===== config.mk =====
export PLATFORM = sky130hd
export DESIGN_NAME = match_scoreboard
export DESIGN_NICKNAME = d
export VERILOG_FILES = /design/src/rtl/ttt_pkg.sv /design/src/rtl/bcd_tally.sv /design/src/rtl/match_scoreboard_chk.sv /design/src/rtl/match_scoreboard.sv
export SDC_FILE = /design/constraint.sdc
export NUM_CORES = 1
export LEC_CHECK = 0
export CAP_MARGIN = 20
export CELL_PAD_IN_SITES_DETAIL_PLACEMENT = 0
export CELL_PAD_IN_SITES_GLOBAL_PLACEMENT = 1
export CORE_MARGIN = 3
export CORE_UTILIZATION = 41
export DETAILED_ROUTE_END_ITERATION = 10
export PLACE_DENSITY_LB_ADDON = 0.15
export SYNTH_ARGS = -nofsm -noshare
export SYNTH_HDL_FRONTEND = slang
export SYNTH_HIERARCHICAL = 1
export SYNTH_SLANG_ARGS = --single-unit

===== constraint.sdc =====
create_clock -name clk -period 2.46 [get_ports clk]
set_input_delay 0.246 -clock clk [delete_from_list [all_inputs] [get_ports clk]]
set_output_delay 0.246 -clock clk [all_outputs]
set_load 0.005 [all_outputs]

===== src/rtl/ttt_pkg.sv =====
// Encodings shared by the tic-tac-toe control FSM, the display path and the match scoreboard.
// Also holds the helper that maps a match winner to its status digit.
package ttt_pkg;

    typedef enum logic [1:0] {
        W_NONE = 2'b00,
        W_X    = 2'b01,
        W_O    = 2'b10,
        W_DRAW = 2'b11
    } winner_e;

    typedef enum logic [1:0] {
        S_PLAY  = 2'b00,
        S_HOLD  = 2'b01,
        S_MATCH = 2'b10
    } state_e;

    localparam logic [3:0] STATUS_PLAYING = 4'd0;
    localparam logic [3:0] STATUS_X_MATCH = 4'd1;
    localparam logic [3:0] STATUS_O_MATCH = 4'd2;

    localparam logic [3:0] BCD_MAX = 4'd9;

    function automatic logic [3:0] status_nibble(input logic [1:0] match_winner);
        logic [3:0] status;
        case (match_winner)
            W_X:     status = STATUS_X_MATCH;
            W_O:     status = STATUS_O_MATCH;
            default: status = STATUS_PLAYING;
        endcase
        return status;
    endfunction

endpackage


===== src/rtl/bcd_tally.sv =====
// Single BCD digit counter that saturates at 9; a clear wins over an increment.
module bcd_tally
    import ttt_pkg::*;
(
    input  logic       clk_i,
    input  logic       rst_ni,
    input  logic       clr_i,
    input  logic       inc_i,
    output logic [3:0] count_o
);

    logic [3:0] count_q;
    logic [3:0] count_d;

    // Next count: clear, saturating increment, or hold.
    always_comb begin
        count_d = count_q;
        if (clr_i) begin
            count_d = 4'd0;
        end else if (inc_i && (count_q != BCD_MAX)) begin
            count_d = count_q + 4'd1;
        end else begin
            count_d = count_q;
        end
    end

    // Digit register.
    always_ff @(posedge clk_i or negedge rst_ni) begin
        if (!rst_ni) begin
            count_q <= 4'd0;
        end else begin
            count_q <= count_d;
        end
    end

    assign count_o = count_q;

endmodule


===== src/rtl/match_scoreboard_chk.sv =====
// Structural invariants of the scoreboard outputs: legal BCD digits and a consistent match flag.
module match_scoreboard_chk (
    input logic        clk_i,
    input logic        rst_ni,
    input logic        match_over_i,
    input logic [1:0]  match_winner_i,
    input logic [15:0] score_i
);

    a_x_digit:   assert property (@(posedge clk_i) disable iff (!rst_ni) score_i[3:0]   <= 4'd9);
    a_o_digit:   assert property (@(posedge clk_i) disable iff (!rst_ni) score_i[7:4]   <= 4'd9);
    a_d_digit:   assert property (@(posedge clk_i) disable iff (!rst_ni) score_i[11:8]  <= 4'd9);
    a_status:    assert property (@(posedge clk_i) disable iff (!rst_ni) score_i[15:12] <= 4'd2);
    a_mw_legal:  assert property (@(posedge clk_i) disable iff (!rst_ni) match_winner_i != 2'b11);
    a_over_flag: assert property (@(posedge clk_i) disable iff (!rst_ni)
                                  match_over_i == (match_winner_i != 2'b00));

endmodule


===== src/rtl/match_scoreboard.sv =====
// Match-level scorekeeper: counts X/O/draw results, declares a best-of match winner,
// and requests the next game after a hold delay.
module match_scoreboard
    import ttt_pkg::*;
#(
    parameter int WIN_TARGET  = 3,
    parameter int HOLD_CYCLES = 100_000_000
) (
    input  logic        clk,
    input  logic        reset,
    input  logic [1:0]  winner,
    input  logic        clear,
    output logic        new_game,
    output logic        match_over,
    output logic [1:0]  match_winner,
    output logic [15:0] score_data
);

    localparam int              CNT_W     = (HOLD_CYCLES > 1) ? $clog2(HOLD_CYCLES) : 1;
    localparam logic [CNT_W-1:0] HOLD_LOAD = CNT_W'(HOLD_CYCLES - 1);
    localparam logic [3:0]       TARGET_M1 = 4'(WIN_TARGET - 1);

    state_e           state_q;
    logic [CNT_W-1:0] hold_cnt_q;
    logic [1:0]       winner_q;
    logic             new_game_q;
    logic             match_over_q;
    logic [1:0]       match_winner_q;

    logic [3:0] x_cnt_s;
    logic [3:0] o_cnt_s;
    logic [3:0] d_cnt_s;

    logic game_end_s;
    logic accept_s;
    logic inc_x_s;
    logic inc_o_s;
    logic inc_d_s;
    logic x_hit_s;
    logic o_hit_s;

    // A result only counts on its first cycle, only in PLAY, and never alongside a clear.
    always_comb begin
        game_end_s = (winner_q == W_NONE) && (winner != W_NONE);
        accept_s   = game_end_s && (state_q == S_PLAY) && !clear;
        inc_x_s    = accept_s && (winner == W_X);
        inc_o_s    = accept_s && (winner == W_O);
        inc_d_s    = accept_s && (winner == W_DRAW);
        x_hit_s    = inc_x_s && (x_cnt_s == TARGET_M1);
        o_hit_s    = inc_o_s && (o_cnt_s == TARGET_M1);
    end

    bcd_tally u_x_tally (
        .clk_i   (clk),
        .rst_ni  (reset),
        .clr_i   (clear),
        .inc_i   (inc_x_s),
        .count_o (x_cnt_s)
    );

    bcd_tally u_o_tally (
        .clk_i   (clk),
        .rst_ni  (reset),
        .clr_i   (clear),
        .inc_i   (inc_o_s),
        .count_o (o_cnt_s)
    );

    bcd_tally u_d_tally (
        .clk_i   (clk),
        .rst_ni  (reset),
        .clr_i   (clear),
        .inc_i   (inc_d_s),
        .count_o (d_cnt_s)
    );

    // Match FSM with hold counter and registered control outputs.
    always_ff @(posedge clk or negedge reset) begin
        if (!reset) begin
            state_q        <= S_PLAY;
            hold_cnt_q     <= {CNT_W{1'b0}};
            winner_q       <= 2'b00;
            new_game_q     <= 1'b0;
            match_over_q   <= 1'b0;
            match_winner_q <= 2'b00;
        end else begin
            winner_q   <= winner;
            new_game_q <= 1'b0;
            if (clear) begin
                state_q        <= S_PLAY;
                hold_cnt_q     <= {CNT_W{1'b0}};
                new_game_q     <= 1'b1;
                match_over_q   <= 1'b0;
                match_winner_q <= 2'b00;
            end else begin
                case (state_q)
                    S_PLAY: begin
                        if (x_hit_s) begin
                            state_q        <= S_MATCH;
                            match_over_q   <= 1'b1;
                            match_winner_q <= W_X;
                        end else if (o_hit_s) begin
                            state_q        <= S_MATCH;
                            match_over_q   <= 1'b1;
                            match_winner_q <= W_O;
                        end else if (accept_s) begin
                            state_q    <= S_HOLD;
                            hold_cnt_q <= HOLD_LOAD;
                        end else begin
                            state_q <= S_PLAY;
                        end
                    end
                    S_HOLD: begin
                        if (hold_cnt_q == {CNT_W{1'b0}}) begin
                            state_q    <= S_PLAY;
                            new_game_q <= 1'b1;
                        end else begin
                            hold_cnt_q <= hold_cnt_q - CNT_W'(1'b1);
                        end
                    end
                    S_MATCH: begin
                        state_q <= S_MATCH;
                    end
                    default: begin
                        state_q    <= S_PLAY;
                        hold_cnt_q <= {CNT_W{1'b0}};
                    end
                endcase
            end
        end
    end

    assign new_game     = new_game_q;
    assign match_over   = match_over_q;
    assign match_winner = match_winner_q;
    assign score_data   = {status_nibble(match_winner_q), d_cnt_s, o_cnt_s, x_cnt_s};

    match_scoreboard_chk u_chk (
        .clk_i          (clk),
        .rst_ni         (reset),
        .match_over_i   (match_over_q),
        .match_winner_i (match_winner_q),
        .score_i        (score_data)
    );

endmodule


; Yosys cells after proc, flatten, opt, wreduce, memory -nomap -nowiden
; Cells that the tools add are included.
[op_classes]
muxes = 30
n_addsub = 4
reduce_logical = 23
n_eq_ne = 18
[ops]
columns = operator, n
row1 = 27-bit 2-to-1 mux, 5
row2 = 27-bit case mux with 3 select lines, 1
row3 = 27-bit logical NOT, 1
row4 = 27-bit by 1-bit subtractor with 27-bit output (second input constant), 1
row5 = 4-bit 2-to-1 mux, 6
row6 = 2-bit 2-to-1 mux, 8
row7 = 3-bit != test (second input constant), 5
row8 = 4-bit by 1-bit adder with 4-bit output (second input constant), 3
row9 = 4-bit != test (second input constant), 3
row10 = 1-bit logical AND, 11
row11 = 2-bit nonzero test, 5
row12 = 2-bit equality test (second input constant), 4
row13 = 4-bit by 2-bit equality test with 1-bit output (second input constant), 2
row14 = 1-bit 2-to-1 mux, 8
row15 = 2-bit by 1-bit equality test with 1-bit output (second input constant), 3
row16 = 2-bit case mux with 3 select lines, 1
row17 = 5-bit AND reduction, 1
row18 = 2-bit logical NOT, 2
row19 = 2-bit case mux with 2 select lines, 1
row20 = 3-bit nonzero test, 1
row21 = 2-bit != test (second input constant), 1
row22 = 2-bit AND reduction, 1
row23 = 1-bit logical NOT, 1
[totals]
output_inout_bits = 20
wordCells = 84
input_bits = 5
ff_bits = 47

; Longest topological paths before layout
[depth]
depth_word = 10
ltp_mapped = 10

; By module
; Netlist, hierarchy kept.
[modules_own_cells]
columns = mod, area_each_um2, instances, seq_area_each_um2, cells_each
row1 = match_scoreboard, 2197.1, 1, 875.8, 240
row2 = bcd_tally, 232.7, 3, 100.1, 22

; Worst setup path after synthesis
; Ideal clock, no wire load.
[synth_timing]
path_kind = register -> register
startpoint = reg hold_cnt_q[0]
endpoint = reg hold_cnt_q[3]
synth_period_minus_slack_ns = 2.424
required_time_ns = 2.331
path_buffers = 3
t_arrival_ns = 2.295
path_stages_with_launch = 11
path_slack_ns = 0.036
cell_sequence = dfrtp_1 > inv_1 > ha_1 > or4b_1 > buf_2 > or3_4 > o31a_1 > buf_6 > buf_6 > o211ai_1 > nand3_1
[synth_via]
elab_chain_cells = 4
elab_cells_between_ends = 7
[synth_lines]
columns = item, line
row1 = "start, declared", match_scoreboard.sv:24  ; logic [CNT_W-1:0] hold_cnt_q;
row2 = "start signal, assigned", match_scoreboard.sv:81  ; hold_cnt_q <= {CNT_W{1'b0}};
row3 = "start signal, assigned", match_scoreboard.sv:91  ; hold_cnt_q <= {CNT_W{1'b0}};
row4 = "start signal, assigned", match_scoreboard.sv:118  ; hold_cnt_q <= hold_cnt_q - CNT_W'(1'b1);
row5 = 27-bit by 1-bit subtractor with 27-bit output, match_scoreboard.sv:118
row6 = 27-bit 2-to-1 mux, match_scoreboard.sv:114  ; if (hold_cnt_q == {CNT_W{1'b0}}) begin
row7 = 27-bit case mux with 3 select lines, match_scoreboard.sv:96  ; case (state_q)
row8 = 27-bit 2-to-1 mux, match_scoreboard.sv:89  ; if (clear) begin
; Parallel ways exist; a longest one is shown, timed or not. The select of a mux whose other input is x is not followed.
; A chain may end at the register's enable or synchronous reset.

; Final worst setup path
[layout_timing]
startpoint = reg hold_cnt_q[0]
endpoint = reg hold_cnt_q[4]
; The elaborated chain is that of the path after synthesis.

==> out/metrics.cfg <==
[clocking]
clockBufferDepth = 2
htree_levels = 2
clk_pin_slew_ps = 90
clk_latency_ps = 300
numCtsBuffers = 5
postCtsSetupRepairBufs = 0
cts_root_buffer = clkbuf_8
cts_tree = yes
cts.sink_count = 47

[cells_and_area]
register_area_um2 = 1180
fin_util_pct = 54.3
fill_cells = 626
mostFrequentLayoutCell = dfrtp_1
synthToLayoutAreaGrowth_pct = 23.9
diodes = 0
multi_input_area_um2 = 1620
finalNetCount = 364
drive_gt1_share_pct = 21.5
final_cell_mix = dfrtp_1, buf_4, nor2_1, nand2_1, clkdlybuf4s50_1
finish.instance_area_um2 = 3590

[power]
powerDensity_nw_per_um2 = 623
switching_share_pct = 33.9
ir_worst_vdd_mv = 0.217
seqPwrFrac_pct = 41.5
p_sw_w = 0.000757
p_clk_share_pct = 26.7
combPwrFrac_pct = 31.7
internal-power_w = 0.00148
leakagePower_nw = 1.50

[job]
cap_violations = 0

[sta]
fin_crit_ps = 2390
fmax_mhz = 419
drv_slew = 0
rsz0062_at_grt = true
finalCritPeriodShare_pct = 97.0
skew_ps = 9.14
relSlewSlack_pct = 56.3
hold_violations = 0
timing_worst_slew_pin_value_ps = 656
finalSetupViolations = 0

[route]
drtIter0Drc = 140
firstDrtPassIters = 4
wl_per_cell_um = 15.6
wl_um = 6940
routed_via_density = 5.60
ant_nets = 0
drc_errors = 0
num_vias = 2499

[critical_path]
worstSetupStartpointType = flop
cp_slowest_cell = or4b_4
cp_cell_sequence = inv_1 -> ha_1 -> or4b_4 -> or3_4 -> o31a_1 -> buf_6 -> a2bb2oi_1 -> a211o_1
worstSetupPathType = reg -> reg
startpoint = hold_cnt_q[0]
crit_path_max_incr_delay_ps = 470
rr_startpoint = hold_cnt_q[0]
crit_required_ps = 2650
end_kind = flop
crit_path_max_fanout = 15
crit_arrival_ps = 2580

[synth]
postSynthAreaPerCell_um2 = 9.46
synth-edff-count = 0
async_flop_share_pct = 100
ys.flop_type = dfrtp_1
ys_seq_elements = 47
synthCells = 306
synth_cell_type_count = 57
yosysSeqAreaShare_pct = 40.6
synth_area_um2 = 2900
yosys_warnings = 6

[global_route]
antenna_found_initial = 0
grt_overflow = 0
grt_pass1_vias = 2471
grt_start_max_net_pins = 29
grt_usage_pct = 17.8
grt_pass1_wl_um = 12100

[min_path]
hold_path.class = reg -> reg
worstHoldStart = hold_cnt_q[11]

[die]
die-height_um = 90.0
start_util_pct = 43.8
chipWidth_um = 90.0
die-area_um2 = 8110
core-area_um2 = 6600
io_pins = 25
placement_rows = 29

[placed_design]
gp_congestion = 0.845
dpl.hpwl_um = 4880
portBuffers = 22
dpl-instance-area_um2 = 3400

[outcome]
status = finished, final reports clean

## timing repair
action,in CTS,in global routing
setup endpoints to repair,3,25
endpoints found under the hold margin,26,0
resized for setup,1,12
pin swaps,0,2
hold buffers,1,0
## area by class of cell
cell class / count / area share [%]
Multi-Input combinational cell: 231 / 45.1
Clock inverter: 2 / 0.977
Timing Repair Buffer: 56 / 14.4
Inverter: 11 / 1.15
Clock buffer: 6 / 2.30
Tap cell: 93 / 3.24
Sequential cell: 47 / 32.8
## cells in the mapped netlist, types with 2 or more instances
| cell | count | area share [%] |
|---|---|---|
| nor3_1 | 8 | 1.4 |
| a211o_1 | 2 | 0.61 |
| a21oi_1 | 11 | 1.9 |
| dfrtp_1 | 47 | 41 |
| a31oi_1 | 6 | 1.3 |
| nor2b_1 | 6 | 1.3 |
| o21ai_1 | 3 | 0.52 |
| or3b_1 | 3 | 0.91 |
| buf_4 | 3 | 0.78 |
| nand4_1 | 4 | 0.86 |
| or3_1 | 5 | 1.1 |
| o31ai_1 | 8 | 2.1 |
| buf_6 | 5 | 1.9 |
| buf_2 | 2 | 0.35 |
| or2_2 | 2 | 0.43 |
| o21ai_0 | 11 | 1.9 |
| o211ai_1 | 8 | 2.1 |
| o31a_1 | 3 | 0.91 |
| clkbuf_1 | 7 | 0.91 |
| nand2_1 | 23 | 3.0 |
| nand3_1 | 19 | 3.3 |
| mux2_4 | 6 | 3.1 |
| o21a_1 | 2 | 0.52 |
| or4_1 | 5 | 1.3 |
| nand2b_1 | 8 | 1.7 |
| xor2_1 | 3 | 0.91 |
| mux2i_1 | 3 | 1.0 |
| o22ai_1 | 5 | 1.1 |
| o21a_2 | 3 | 0.91 |
| inv_1 | 10 | 1.3 |
| a22o_1 | 5 | 1.5 |
| a21oi_2 | 3 | 0.91 |
| nor2_1 | 25 | 3.2 |
| or4_4 | 2 | 0.78 |
| a2bb2oi_1 | 2 | 0.61 |
| ha_1 | 7 | 3.0 |
| o41ai_1 | 2 | 0.61 |
| nor4_1 | 8 | 1.7 |
| or3_4 | 2 | 0.78 |
| o2bb2ai_1 | 2 | 0.61 |
## per-stage QoR
stage               power (W)  hold slack [ps]  TNS [ps]  std cells  worst slack, ps
detailed placement    0.00160              307         0        437             27.9
finish                0.00224              482         0        446             74.3
global placement      0.00160              314         0        437             21.0
CTS                   0.00222              488         0        446             14.6
global route          0.00237              497      -378        446            -56.8
floorplan             0.00138            -49.6         0        307             36.3
## final timing paths
path | end | slack (ps) | cells after the start
worst max-delay path | hold_cnt_q[4] | 70 | 8
worst min-delay path | hold_cnt_q[11] | 480 | 1
worst max register to register | hold_cnt_q[4] | 70 | 8
worst min register to register | hold_cnt_q[11] | 480 | 1
max in group asynchronous | hold_cnt_q[24] | 1340 | 3
min in group asynchronous | hold_cnt_q[2] | 500 | 2
## worst max-delay path: cells and delay by family, from the launching register on
family / cells / cell delay [ps]
and+or+nand+nor: 2 / 840
AOI/OAI and AO/OA: 3 / 670
DFF: 1 / 380
buffers and inverters: 2 / 230
adders and majority gates: 1 / 150
## power groups by stage
stage	registers, W	clock network (W)	logic [W]
after floorplan	0.000924	0	0.000454
after global placement	0.000936	0	0.000667
after detailed placement	0.000937	0	0.000665
after CTS	0.000922	0.000625	0.000678
after global routing	0.000943	0.000643	0.000783
final	0.000929	0.000597	0.000710
## state kept, by name, summed over array words and instances, names as in the netlist
name and cells:
hold_cnt_q 27, u_d_tally/count_o 4, u_o_tally/count_o 4, u_x_tally/count_o 4, match_winner 2, state_q 2
winner_q 2, match_over 1, new_game 1
## cell families after synthesis
kind of cell             Yosys count  synth area share (%)
AND/OR/NAND/NOR                  126                  24.3
AO/OA/AOI/OAI                     84                  21.3
flip-flops                        47                  40.6
buffers and inverters             29                  5.53
multiplexers                       9                  4.15
adder cells (fa/ha/maj)            7                  3.02
XOR/XNOR                           3                 0.908
other                              1                 0.130
## per-layer routing
metal | GRT usage [%] | up-vias | part of all wire, %
li1 | - | 1230 | -
met1 | 25.6 | 1195 | 47
met2 | 27.3 | 64 | 47
met3 | 2.92 | 10 | 4.2
met4 | 5.87 | 0 | 1.7
met5 | 0 | - | 0
No activity file was read; power rests on OpenSTA's default activity.
